[config.mk]
export PLATFORM = sky130hd
export DESIGN_NAME = ac_level_vlc_encoder
export DESIGN_NICKNAME = d
export VERILOG_FILES = /design/src/rtl/ac_vlc_pkg.sv /design/src/rtl/exp_golomb_len_enc.sv /design/src/rtl/ac_level_vlc_encoder.sv
export SDC_FILE = /design/constraint.sdc
export NUM_CORES = 1
export LEC_CHECK = 0
export ABC_AREA = 1
export BUFFER_PORTS_ARGS = -buffer_cell sky130_fd_sc_hd__buf_2
export CORE_AREA = 2 2 98 100
export CTS_CLUSTER_SIZE = 25
export DETAILED_ROUTE_END_ITERATION = 10
export DIE_AREA = 0 0 100 102
export PLACE_DENSITY = 0.8
export SYNTH_ARGS = -nofsm -noshare
export SYNTH_HDL_FRONTEND = slang
export SYNTH_SLANG_ARGS = --single-unit
[constraint.sdc]
create_clock -name clk -period 9.27 [get_ports clk]
set_input_delay 0.4635 -clock clk [delete_from_list [all_inputs] [get_ports clk]]
set_output_delay 0.4635 -clock clk [all_outputs]
set_load 0.02 [all_outputs]
[src/rtl/ac_vlc_pkg.sv]
// Shared types and helpers for the AC level VLC encoder.
// Optional build macro: AC_LEVEL_STATS_EN (see ac_level_vlc_encoder).
package ac_vlc_pkg;

  // History is saturated at this value; all larger levels share one codebook.
  localparam int unsigned MAX_PREV = 8;

  // T = switch threshold into the Exp-Golomb tail, k = Exp-Golomb order.
  typedef struct packed {
    logic [1:0] T;
    logic [1:0] k;
  } codebook_t;

  // Adaptive codebook selection from the previous nonzero |level|-1.
  function automatic codebook_t lvl_to_codebook(input logic [3:0] prev);
    codebook_t cb;
    if (prev == 4'd0)                cb = '{T: 2'd3, k: 2'd2};
    else if (prev == 4'd1)           cb = '{T: 2'd2, k: 2'd1};
    else if (prev == 4'd2)           cb = '{T: 2'd3, k: 2'd1};
    else if (prev == 4'd3)           cb = '{T: 2'd0, k: 2'd0};
    else if (prev < 4'(MAX_PREV))    cb = '{T: 2'd0, k: 2'd1};
    else                             cb = '{T: 2'd0, k: 2'd2};
    return cb;
  endfunction

endpackage

[src/rtl/exp_golomb_len_enc.sv]
// Combinational magnitude coder: unary prefix below threshold T, otherwise
// T zeros followed by an order-k Exp-Golomb code of (v-T). Leading zeros are
// implicit in the right-aligned code; only the length accounts for them.
module exp_golomb_len_enc #(
  parameter int V_W  = 19,
  parameter int CW_W = 48,
  localparam int LEN_W = $clog2(CW_W + 1),
  localparam int C_W   = CW_W - 1
) (
  input  logic [V_W-1:0]   v_i,
  input  logic [1:0]       t_i,
  input  logic [1:0]       k_i,
  output logic [C_W-1:0]   code_o,
  output logic [LEN_W-1:0] len_o
);

  localparam int M_W = V_W + 1;

  logic [M_W-1:0]   m;
  logic [LEN_W-1:0] n;

  // Build m = (v-T)+2^k, find its MSB position, then select unary or EG form.
  always_comb begin
    m = M_W'(v_i) - M_W'(t_i) + (M_W'(1) << k_i);
    n = '0;
    for (int i = 0; i < M_W; i++) begin
      if (m[i]) n = LEN_W'(i);
    end
    if (v_i < V_W'(t_i)) begin
      code_o = C_W'(1);
      len_o  = LEN_W'(v_i) + LEN_W'(1);
    end else begin
      code_o = C_W'(m);
      len_o  = LEN_W'(t_i) + (n << 1) - LEN_W'(k_i) + LEN_W'(1);
    end
  end

endmodule

[src/rtl/ac_level_vlc_encoder.sv]
// AC level VLC encoder: drops zero levels, picks an adaptive codebook from
// the previous nonzero level, emits LSB-aligned codeword + length.
// Two-stage pipeline with valid/ready backpressure on both sides.
// Optional build macro: AC_LEVEL_STATS_EN adds stat_coeffs / stat_bits.
module ac_level_vlc_encoder
  import ac_vlc_pkg::*;
#(
  parameter int COEFF_W = 20,
  parameter int CW_W    = 48,
  localparam int LEN_W  = $clog2(CW_W + 1)
) (
  input  logic                      clk,
  input  logic                      reset_n,
  input  logic                      in_valid,
  output logic                      in_ready,
  input  logic signed [COEFF_W-1:0] in_level,
  input  logic                      in_first,
  output logic                      out_valid,
  input  logic                      out_ready,
  output logic [CW_W-1:0]           out_codeword,
  output logic [LEN_W-1:0]          out_len
`ifdef AC_LEVEL_STATS_EN
  ,
  output logic [31:0]               stat_coeffs,
  output logic [31:0]               stat_bits
`endif
);

  localparam int V_W = COEFF_W - 1;

  logic               accept_p0;
  logic               sgn_p0;
  logic               nz_p0;
  logic [COEFF_W-1:0] mag_p0;
  logic [V_W-1:0]     v_p0;
  logic [3:0]         p_p0;
  codebook_t          cb_p0;

  logic [3:0]         prev_lvl_q, prev_lvl_d;
  logic               first_pend_q, first_pend_d;

  logic               vld_p1_q;
  logic [V_W-1:0]     v_p1_q;
  logic               sgn_p1_q;
  codebook_t          cb_p1_q;
  logic               ld_p2;

  logic               vld_p2_q;
  logic [CW_W-1:0]    cw_p2_q;
  logic [LEN_W-1:0]   len_p2_q;

  logic [CW_W-2:0]    mag_code;
  logic [LEN_W-1:0]   mag_len;

  assign ld_p2     = !vld_p2_q || out_ready;
  assign in_ready  = !vld_p1_q || ld_p2;
  assign accept_p0 = in_valid && in_ready;

  // Stage 0: magnitude, sign, codebook choice and history next-state.
  always_comb begin
    sgn_p0       = in_level[COEFF_W-1];
    nz_p0        = |in_level;
    mag_p0       = sgn_p0 ? $unsigned(-in_level) : $unsigned(in_level);
    v_p0         = V_W'(mag_p0 - COEFF_W'(1));
    p_p0         = (in_first || first_pend_q) ? 4'd1 : prev_lvl_q;
    cb_p0        = lvl_to_codebook(p_p0);
    prev_lvl_d   = prev_lvl_q;
    first_pend_d = first_pend_q;
    if (accept_p0) begin
      if (nz_p0) begin
        prev_lvl_d   = (v_p0 >= V_W'(MAX_PREV)) ? 4'(MAX_PREV) : v_p0[3:0];
        first_pend_d = 1'b0;
      end else if (in_first) begin
        first_pend_d = 1'b1;
      end
    end
  end

  // Control, history and output registers with asynchronous reset.
  always_ff @(posedge clk or negedge reset_n) begin
    if (!reset_n) begin
      prev_lvl_q   <= 4'd1;
      first_pend_q <= 1'b1;
      vld_p1_q     <= 1'b0;
      vld_p2_q     <= 1'b0;
      cw_p2_q      <= '0;
      len_p2_q     <= '0;
    end else begin
      prev_lvl_q   <= prev_lvl_d;
      first_pend_q <= first_pend_d;
      if (in_ready) vld_p1_q <= accept_p0 && nz_p0;
      if (ld_p2) begin
        vld_p2_q <= vld_p1_q;
        if (vld_p1_q) begin
          cw_p2_q  <= {mag_code, sgn_p1_q};
          len_p2_q <= mag_len + LEN_W'(1);
        end
      end
    end
  end

  // Stage 1 data: captured on every accepted beat, qualified by vld_p1_q.
  always_ff @(posedge clk) begin
    if (accept_p0) begin
      v_p1_q   <= v_p0;
      sgn_p1_q <= sgn_p0;
      cb_p1_q  <= cb_p0;
    end
  end

  // Stage 2: magnitude code build feeding the output register.
  exp_golomb_len_enc #(
    .V_W  (V_W),
    .CW_W (CW_W)
  ) u_eg (
    .v_i    (v_p1_q),
    .t_i    (cb_p1_q.T),
    .k_i    (cb_p1_q.k),
    .code_o (mag_code),
    .len_o  (mag_len)
  );

  assign out_valid    = vld_p2_q;
  assign out_codeword = cw_p2_q;
  assign out_len      = len_p2_q;

`ifdef AC_LEVEL_STATS_EN
  // Per-block statistics; a new block restarts counting before its first codeword.
  always_ff @(posedge clk or negedge reset_n) begin
    if (!reset_n) begin
      stat_coeffs <= '0;
      stat_bits   <= '0;
    end else if (accept_p0 && in_first) begin
      stat_coeffs <= '0;
      stat_bits   <= '0;
    end else if (out_valid && out_ready) begin
      stat_coeffs <= stat_coeffs + 32'd1;
      stat_bits   <= stat_bits + 32'(out_len);
    end
  end
`endif

endmodule
==> reports/results.txt <==
outcome: complete, no violations
Buffers on Ports: 53
worst r2r path cells: 33
Max transition margin: 0.423
WL/cell: 12.0 um
CP most frequent cell: nand2_1
combinational family with the most area after synthesis: simple AND/OR/NAND/NOR gates
peak supply drop: 0.0837 mV
register area: 1570 um2
Clock transition at path regs: 70 ps
CP peak stage delay: 460 ps
initial antenna violation count: 0
IO Pins: 81
WP data required: 9500 ps
die span in x: 100 um
setup TNS: 0 ps
Inserted Clock Buffers: 9
CTS Buffer Depth: 2
Post-synth EDFFs: 24
synthesized-area fraction occupied by and/or/nand/nor cells: 0.276
# fillers: 814
pre-CTS WS: 4510 ps
Tmin final: 4840 ps
NumNets Final: 820
Vias: 4389
dpl hpwl: 8470 um
layout cells sized above 1: 0.147
Worst setup EP type: flip-flop
cell area power density: 218 nW/um2
H-tree depth: 3
Routed WL: 10400 um
Area Growth Syn to Fin: 9.25%
mux contribution to synthesized area: 0.00194
Die Ht: 102 um
Post-Syn Area per Cell: 7.47 um2
Fin. Hold Viols: 0
# setup viols final: 0
cts hold-fix bufs: 0
Post-CTS Setup Bufs: 0
core area: 9110 um2
Max Slew Vio Count: 0
critical setup path kind: reg -> reg
Max Cap Viol: 0
Ant. Diodes: 0
static leakage: 0.00293 uW
CTS root buffer: clkbuf_8
initial core utilization: 0.567
register area share after synthesis: 0.305
Post-Synth Adder-Cell Area: 0.116
Final Cycle Share: 0.522
xor and xnor area share after synthesis: 0.0819
drt pass-1 iters: 5
final worst setup slack: 4430 ps
Hold Path Class: in -> async
Synth Warn #: 0
Rows: 35
GRT Overall Usage: 0.215
Syn Std Cell Area: 5170 um2
CP Max Fanout: 5
Synth Instances: 692
CTS tree: yes
Unique masters post-synth: 55
Iter 0 DRT Violations: 134
Multi-input gate area: 3030 um2
vias per cell: 5.07
Synth Area in Compound Gates: 0.0908
total grt overflow: 0
routability cong.: 0.869
Seq cells post-synth: 58
vias in the first global route: 4053
Arr. time, crit path: 5070 ps
first-pass GRT wire length: 17600 um
startpoint types: flip-flop
source-to-sink clock delay at the later pin of the worst-skew pair: 360 ps
DRC violations left: 0
post_cts resized: 0
die area: 10200 um2
clock sinks: 58
Crit-path slowest cell: edfxtp_1
Worst-Margin Slew: 864 ps
Fmax: 207 MHz
largest net degree at the start of global routing: 35
Async SR Flop Fraction: 0.586
RSZ-0062 raised after global routing: false
ys flop type: dfrtp_1
post-route ant nets: 0
clock skew: 12.2 ps
## flip-flops by register name, indices dropped and copies added (netlist names)
register      cells
out_codeword     21
v_p1_q           19
out_len           6
cb_p1_q           4
prev_lvl_q        4
first_pend_q      1
out_valid         1
sgn_p1_q          1
vld_p1_q          1
## cells in the final DEF, fill, tap and decap left out, drive strengths merged, types with 3 or more instances in the layout
master and n:
nand2 173, inv 113, nor2 57, buf 53
ha 43, o21ai 41, nand3 40, xor2 34
dfrtp 32, conb 27, edfxtp 24, a21oi 20
nor3 15, xnor2 10, clkbuf 10, nand4 8
or2 7, nor4 5, clkinv 5, a211oi 4
a31oi 4, and2 3, o22ai 3, fa 3
o31ai 3
## cells by family after synthesis
kind of cell,after synthesis
other,1
flip-flops,58
AO/OA/AOI/OAI,81
multiplexers,1
buffers and inverters,147
adder cells (fa/ha/maj),46
XOR/XNOR,44
AND/OR/NAND/NOR,314
## synth_stat cells, types with 3 or more instances
master | instances | share of area
o22ai_1 | 3 | 0.0036
nand4_1 | 7 | 0.0085
xor2_1 | 30 | 0.051
a31oi_1 | 4 | 0.0048
inv_1 | 105 | 0.076
dfrtp_1 | 32 | 0.16
a21oi_1 | 19 | 0.018
a211oi_1 | 4 | 0.0058
and2_1 | 3 | 0.0036
nand3_1 | 33 | 0.032
nor2_1 | 54 | 0.039
xor2_2 | 4 | 0.013
nand3_2 | 6 | 0.012
buf_4 | 27 | 0.039
xnor2_1 | 9 | 0.015
nor4_1 | 4 | 0.0048
nand2_2 | 4 | 0.0048
o21ai_0 | 34 | 0.033
nor3_1 | 11 | 0.011
ha_1 | 43 | 0.10
fa_1 | 3 | 0.012
o21ai_1 | 6 | 0.0058
inv_2 | 7 | 0.0051
nand2_1 | 169 | 0.12
or2_2 | 4 | 0.0048
nor3_2 | 4 | 0.0078
edfxtp_1 | 24 | 0.14
clkbuf_1 | 5 | 0.0036
## worst paths after layout
| path | startpoint | end | slack [ps] |
|---|---|---|---|
| max | cb_p1_q[1] | out_len[4] | 4430 |
| max in group asynchronous | reset_n | out_len[4] | 8630 |
| min in group clk | in_first | first_pend_q | 320 |
| min | reset_n | out_codeword[15] | 160 |
| min reg2reg | first_pend_q | first_pend_q | 470 |
| max reg2reg | cb_p1_q[1] | out_len[4] | 4430 |
## through the flow
stage	total power, uW	instance area (um2)	utilization	instances	hold WS [ps]
after floorplan	833	5260	-	718	168
after global placement	959	5430	0.596	849	451
after detailed placement	981	5430	0.596	849	457
after CTS	1230	5640	0.620	865	188
after global routing	1330	5640	0.620	865	242
final	1230	5640	0.620	865	165
## per-layer routing
metal,up-vias,global-route usage,wire [um]
met3,17,0.0356,457
met1,1978,0.267,4630
li1,2273,-,-
met2,121,0.372,5090
met4,0,0.0906,209
met5,-,0,0
## critical path: cells and delay by family (launching register included)
kind	cells	cell delay [ps]
XOR/XNOR	2	440
AO/OA/AOI/OAI	2	460
flip-flops	1	460
buffers and inverters	4	310
AND/OR/NAND/NOR	21	1850
adder cells (fa/ha/maj)	4	1230
## power by group
| part | leakage, uW | switching, uW | total (uW) | internal, uW |
|---|---|---|---|---|
| clock network | 0.000108 | 105 | 244 | 140 |
| logic | 0.00217 | 405 | 612 | 207 |
| registers | 0.000647 | 35.2 | 374 | 339 |
## cell type report
type                            instances  share of cell area
Multi-Input combinational cell        513               0.536
Sequential cell                        58               0.279
Inverter                              114              0.0758
Timing Repair Buffer                   53              0.0470
Clock buffer                           10              0.0264
Tap cell                              111              0.0246
Clock inverter                          6              0.0111
(Power assumes the default switching activity.)
